==> config.mk <==
export PLATFORM = sky130hd
export DESIGN_NAME = gb_oam_dma
export DESIGN_NICKNAME = d
export VERILOG_FILES = /design/src/rtl/gb_ppu_common_pkg.sv /design/src/rtl/gb_oam_dma.sv
export SDC_FILE = /design/constraint.sdc
export NUM_CORES = 1
export LEC_CHECK = 0
export BUFFER_PORTS_ARGS = -buffer_cell sky130_fd_sc_hd__buf_2
export CAP_MARGIN = 10
export CELL_PAD_IN_SITES_DETAIL_PLACEMENT = 2
export CELL_PAD_IN_SITES_GLOBAL_PLACEMENT = 2
export CORE_MARGIN = 2
export CORE_UTILIZATION = 30
export CTS_CLUSTER_SIZE = 40
export DETAILED_ROUTE_END_ITERATION = 10
export PLACE_DENSITY_LB_ADDON = 0.1
export SETUP_SLACK_MARGIN = 0.2
export SYNTH_ARGS = -nofsm -noshare
export SYNTH_HDL_FRONTEND = slang
export SYNTH_SLANG_ARGS = --single-unit
==> constraint.sdc <==
create_clock -name clk_m -period 4.2 [get_ports clk_m]
set_input_delay 1.05 -clock clk_m [delete_from_list [all_inputs] [get_ports clk_m]]
set_output_delay 1.05 -clock clk_m [all_outputs]
set_load 0.005 [all_outputs]
==> src/rtl/gb_ppu_common_pkg.sv <==
// Shared PPU definitions.
// OAM DMA state encoding, sizes and echo-RAM remap helper.
package gb_ppu_common_pkg;

    typedef enum logic [1:0] {
        IDLE  = 2'd0,
        START = 2'd1,
        XFER  = 2'd2,
        DRAIN = 2'd3
    } dma_state_t;

    localparam int unsigned OAM_DMA_LEN       = 160;
    localparam logic [15:0] OAM_BASE_ADDR     = 16'hFE00;
    localparam logic [7:0]  ECHO_REMAP_THRESH = 8'hE0;

    // Pages 0xE0-0xFF alias echo RAM at 0xC0-0xDF.
    function automatic logic [7:0] dma_src_eff(input logic [7:0] hi);
        return (hi >= ECHO_REMAP_THRESH) ? (hi - 8'h20) : hi;
    endfunction

endpackage

==> src/rtl/gb_oam_dma.sv <==
// OAM DMA controller: copies one 160-byte source page into OAM,
// one byte per M-cycle, with a one-cycle read-to-write pipeline.
module gb_oam_dma
    import gb_ppu_common_pkg::*;
#(
    parameter int unsigned DMA_LEN     = OAM_DMA_LEN,
    parameter int unsigned START_DELAY = 1
) (
    input  logic        clk_m,
    input  logic        reset,
    input  logic        dma_start,
    input  logic [15:0] dma_start_addr,
    input  logic [7:0]  bus_rdata,
    output logic        bus_rd,
    output logic [15:0] bus_addr,
    output logic        oam_wr,
    output logic [7:0]  oam_addr,
    output logic [7:0]  oam_wdata,
    output logic        dma_active,
    output logic        dma_done
);

    localparam logic [7:0] LAST_IDX = 8'(DMA_LEN - 1);
    localparam logic [3:0] DLY_LAST = 4'(START_DELAY - 1);

    dma_state_t  state_q, state_d;
    logic [7:0]  src_hi_q, src_hi_d;
    logic [7:0]  idx_q, idx_d;
    logic [3:0]  dly_q, dly_d;
    logic        bus_rd_q, bus_rd_d;
    logic [15:0] bus_addr_q, bus_addr_d;
    logic        active_q, active_d;
    logic        done_q, done_d;
    logic        wr_pending_q;
    logic [7:0]  wr_idx_q;

    // Only the page number of the source address matters.
    logic unused_addr_lo;
    assign unused_addr_lo = ^dma_start_addr[7:0];

    // Next-state and registered-output decode; a start always restarts.
    always_comb begin
        state_d    = state_q;
        src_hi_d   = src_hi_q;
        idx_d      = idx_q;
        dly_d      = dly_q;
        done_d     = 1'b0;
        if (dma_start) begin
            state_d  = START;
            src_hi_d = dma_start_addr[15:8];
            idx_d    = 8'd0;
            dly_d    = 4'd0;
        end else begin
            unique case (state_q)
                IDLE: ;
                START: begin
                    if (dly_q == DLY_LAST) begin
                        state_d = XFER;
                        idx_d   = 8'd0;
                    end else begin
                        dly_d = dly_q + 4'd1;
                    end
                end
                XFER: begin
                    if (idx_q == LAST_IDX) begin
                        state_d = DRAIN;
                    end else begin
                        idx_d = idx_q + 8'd1;
                    end
                end
                DRAIN: begin
                    state_d = IDLE;
                    done_d  = 1'b1;
                end
                default: state_d = IDLE;
            endcase
        end
        bus_rd_d   = (state_d == XFER);
        bus_addr_d = bus_rd_d ? {dma_src_eff(src_hi_d), idx_d}
                              : bus_addr_q;
        active_d   = (state_d != IDLE);
    end

    // Control state and registered bus/status outputs.
    always_ff @(posedge clk_m or negedge reset) begin
        if (!reset) begin
            state_q    <= IDLE;
            src_hi_q   <= 8'h00;
            idx_q      <= 8'h00;
            dly_q      <= 4'h0;
            bus_rd_q   <= 1'b0;
            bus_addr_q <= 16'h0000;
            active_q   <= 1'b0;
            done_q     <= 1'b0;
        end else begin
            state_q    <= state_d;
            src_hi_q   <= src_hi_d;
            idx_q      <= idx_d;
            dly_q      <= dly_d;
            bus_rd_q   <= bus_rd_d;
            bus_addr_q <= bus_addr_d;
            active_q   <= active_d;
            done_q     <= done_d;
        end
    end

    // Write pipeline: every read becomes an OAM write one cycle later.
    always_ff @(posedge clk_m or negedge reset) begin
        if (!reset) begin
            wr_pending_q <= 1'b0;
            wr_idx_q     <= 8'h00;
        end else begin
            wr_pending_q <= bus_rd_q;
            wr_idx_q     <= bus_rd_q ? bus_addr_q[7:0] : wr_idx_q;
        end
    end

    assign bus_rd     = bus_rd_q;
    assign bus_addr   = bus_addr_q;
    assign oam_wr     = wr_pending_q;
    assign oam_addr   = wr_idx_q;
    assign oam_wdata  = bus_rdata;
    assign dma_active = active_q;
    assign dma_done   = done_q;

endmodule

==> flow_summary.toml <==
[run_status]
status = "finished, final reports clean"

[flow_run]
max_cap_viol_count = 0

[critical_path]
r2r-end = "bus_addr[13]$_DFFE_PN0N_"
arrival_ns = 2.83
cp.required_ns = 4.40
reg2reg_from = "state_q[0]$_DFF_PN0_"
critPathMaxFanout = 21
crit_path_start = "dma_start"
critPathCapture = "bus_addr[13]$_DFFE_PN0N_"
cp-start-kind = "primary input"
rr_worst_depth = 7
ff2ff_setup_slack_ns = 1.61
worst_setup_path_end_kind = "register"
path_class = "in -> reg"

[cts]
max-clock-path-buffers = 2
clock_latency_ns = 0.31
cts_buffers = 5
h-tree-depth = 2
cts_hold_buf = 0
ctsResizeCount = 0
cts_setup_buffers = 0
cts_tree = "done"
cts.sinks = 50
clkSlewWorstSetupHoldPaths_ns = 0.10
cts-root-buf = "clkbuf_8"

[power]
power.leakage_nw = 1.35
p_sw_frac = 0.339
ir_drop_v = 0.000176
clock_power_share = 0.240
pwr-share-comb = 0.339
p_per_area_nw_per_um2 = 531
p_int_mw = 0.977
p_switching_mw = 0.501
pwr-share-seq = 0.421
power.total_mw = 1.48

[logic_synthesis]
synth_area_sq_um = 2440
ys_seq_area_frac = 0.513
synth_enable_flop_cells = 0
ys.flop_type = "dfrtp_1"
postSynthAreaPerCell_sq_um = 12.4
ys_types = 48
synth-async-reset-ratio = 1.00
synthesis.nets = 232
yosys_warnings = 0
yosys_register_bits = 50
syn_inst = 197

[hold_path]
hold_depth = 1
worstHoldPathType = "reg -> reg"

[sta]
worst_pin_slew_ns = 1.05
max_slew_margin = 0.298
skew_ns = 0.00521
setup_ws_ns = 1.58
rsz0062_at_grt = "false"
fin_crit_ns = 2.62
fin_setup_tns_ns = 0
slew_viol_final = 0
hold_viol_final = 0
fmax_ghz = 0.381
finalSetupViolations = 0
fin_crit_sh = 0.624

[cells_and_area]
fillers = 839
final_cells = 331
drive_gt1_frac = 0.345
nNetsFinal = 263
diodes = 0
syn_to_final_growth_pct = 14.2

[global_routing]
grt_max_degree = 48
first_global_vias = 1845
grt-ovfl-total = 0
antenna_found_initial = 0
grt_util_all_layers = 0.143
grt_pass1_wl_mm = 9.83

[placement]
hpwl_mm = 4.21
place_congestion = 0.820
dp.cells = 323
dp_slack_ns = 1.17
numPortBuffers = 38

[floorplan]
rows = 32
die_h_um = 94.1
die_w_um = 94.1
dieArea_sq_um = 8860
ios = 63
core_sq_um = 7810
initial_core_util = 0.312

[drt]
drt-initial-drc-count = 42
drc = 0
vias = 1640
wirelength_mm = 5.80
ant_nets = 0
drtPass1Iterations = 4
viasPerCell = 4.95
routedWlPerCell_um = 17.5
[routing by layer]
| layer | vias up | GRT usage | wire, um |
|---|---|---|---|
| met5 | - | 0 | 0 |
| met4 | 0 | 0.0386 | 70 |
| met3 | 10 | 0.0289 | 274 |
| met2 | 37 | 0.244 | 2940 |
| met1 | 834 | 0.186 | 2520 |
| li1 | 759 | - | - |
[state kept, by name (all words and copies together) (netlist names)]
signal / cells
oam_addr: 8
oam_wr: 1
bus_addr: 16
state_q: 2
src_hi_q: 8
dma_active: 1
bus_rd: 1
dma_done: 1
dly_q: 4
idx_q: 8
[worst min path at each step]
stage	from	endpoint	slack [ns]
after global placement	src_hi_q[1]$_DFF_PN0_	src_hi_q[1]$_DFF_PN0_	0.48
after floorplan	bus_rd$_DFF_PN0_	oam_wr$_DFF_PN0_	0.39
after global routing	bus_addr[8]$_DFFE_PN0N_	bus_addr[8]$_DFFE_PN0N_	0.54
after detailed placement	oam_addr[0]$_DFFE_PN0P_	oam_addr[0]$_DFFE_PN0P_	0.49
final	src_hi_q[0]$_DFF_PN0_	src_hi_q[0]$_DFF_PN0_	0.50
after CTS	src_hi_q[0]$_DFF_PN0_	src_hi_q[0]$_DFF_PN0_	0.51
[layout make-up]
| cell class | instances | area [sq um] | share of cell area |
|---|---|---|---|
| clock buffer | 5 | 68.8 | 0.0247 |
| clock inverter | 3 | 48.8 | 0.0175 |
| inverter | 13 | 48.8 | 0.0175 |
| multi-input combinational | 118 | 1030 | 0.371 |
| sequential | 50 | 1250 | 0.449 |
| tap | 102 | 128 | 0.0458 |
| timing repair buffer | 40 | 205 | 0.0737 |
[power by group through the flow]
stage | registers [mW] | logic [mW] | clock network, mW
after floorplan | 0.622 | 0.348 | 0
final | 0.623 | 0.501 | 0.355
after global routing | 0.638 | 0.554 | 0.390
after global placement | 0.627 | 0.486 | 0
after CTS | 0.626 | 0.510 | 0.372
after detailed placement | 0.632 | 0.509 | 0
[Yosys cell counts, drive strengths merged (2+ instances only)]
cell | instances | area (sq um)
o211ai | 4 | 30.0
clkbuf | 5 | 20.0
nand4 | 6 | 37.5
inv | 13 | 48.8
or3b | 2 | 17.5
nand3 | 7 | 35.0
o22ai | 2 | 12.5
a22o | 2 | 17.5
a31oi | 3 | 18.8
nor2b | 3 | 18.8
mux2 | 28 | 342
a211oi | 2 | 15.0
buf | 11 | 83.8
nor2 | 10 | 37.5
ha | 8 | 100
nand2 | 3 | 11.3
mux2i | 5 | 50.1
a32o | 2 | 20.0
xor2 | 2 | 17.5
and2 | 4 | 25.0
dfrtp | 50 | 1250
a21oi | 2 | 10.0
o31ai | 2 | 28.8
nor4b | 2 | 32.5
nand4bb | 2 | 22.5
o211a | 2 | 20.0
[cells by family (layout without fill, tap and decap cells)]
| kind of cell | after synthesis | count (layout) | share of synthesized area |
|---|---|---|---|
| AOI/OAI and AO/OA | 26 | 26 | 0.0878 |
| buffers and inverters | 29 | 61 | 0.0626 |
| xor gates and xnor gates | 3 | 3 | 0.0108 |
| DFF | 50 | 50 | 0.513 |
| muxes | 33 | 33 | 0.161 |
| and+or+nand+nor | 48 | 48 | 0.124 |
| adders and majority gates | 8 | 8 | 0.0411 |
[worst max-delay path: stages]
cell,delay [ns]
buf_2,0.26
inv_1,0.23
nand2_1,0.14
o31ai_4,0.45
buf_4,0.33
mux2_2,0.36
[placed cells by master (no fill, tap or decap), types with 2 or more instances in the layout]
| master | count |
|---|---|
| nor2b_1 | 3 |
| clkbuf_8 | 5 |
| o211ai_1 | 4 |
| buf_2 | 38 |
| a22o_1 | 2 |
| a21oi_1 | 2 |
| dfrtp_1 | 50 |
| mux2_2 | 21 |
| ha_1 | 8 |
| o22ai_1 | 2 |
| o211a_1 | 2 |
| and2_1 | 4 |
| a211oi_1 | 2 |
| nand4_1 | 6 |
| a32o_1 | 2 |
| inv_1 | 13 |
| nand3_1 | 7 |
| buf_4 | 2 |
| nor2_1 | 10 |
| nand4bb_1 | 2 |
| nand2_1 | 3 |
| mux2_4 | 7 |
| mux2i_1 | 5 |
| a31oi_1 | 3 |
| xor2_1 | 2 |
[per-stage QoR]
step / area, sq um / hold WS [ns] / util
after global placement: 2670 / 0.478 / 0.342
after floorplan: 2440 / 0.394 / -
after CTS: 2780 / 0.513 / 0.357
after detailed placement: 2670 / 0.491 / 0.342
after global routing: 2780 / 0.541 / 0.357
final: 2780 / 0.505 / 0.357
Note: power is estimated with default switching activity, not from simulation.
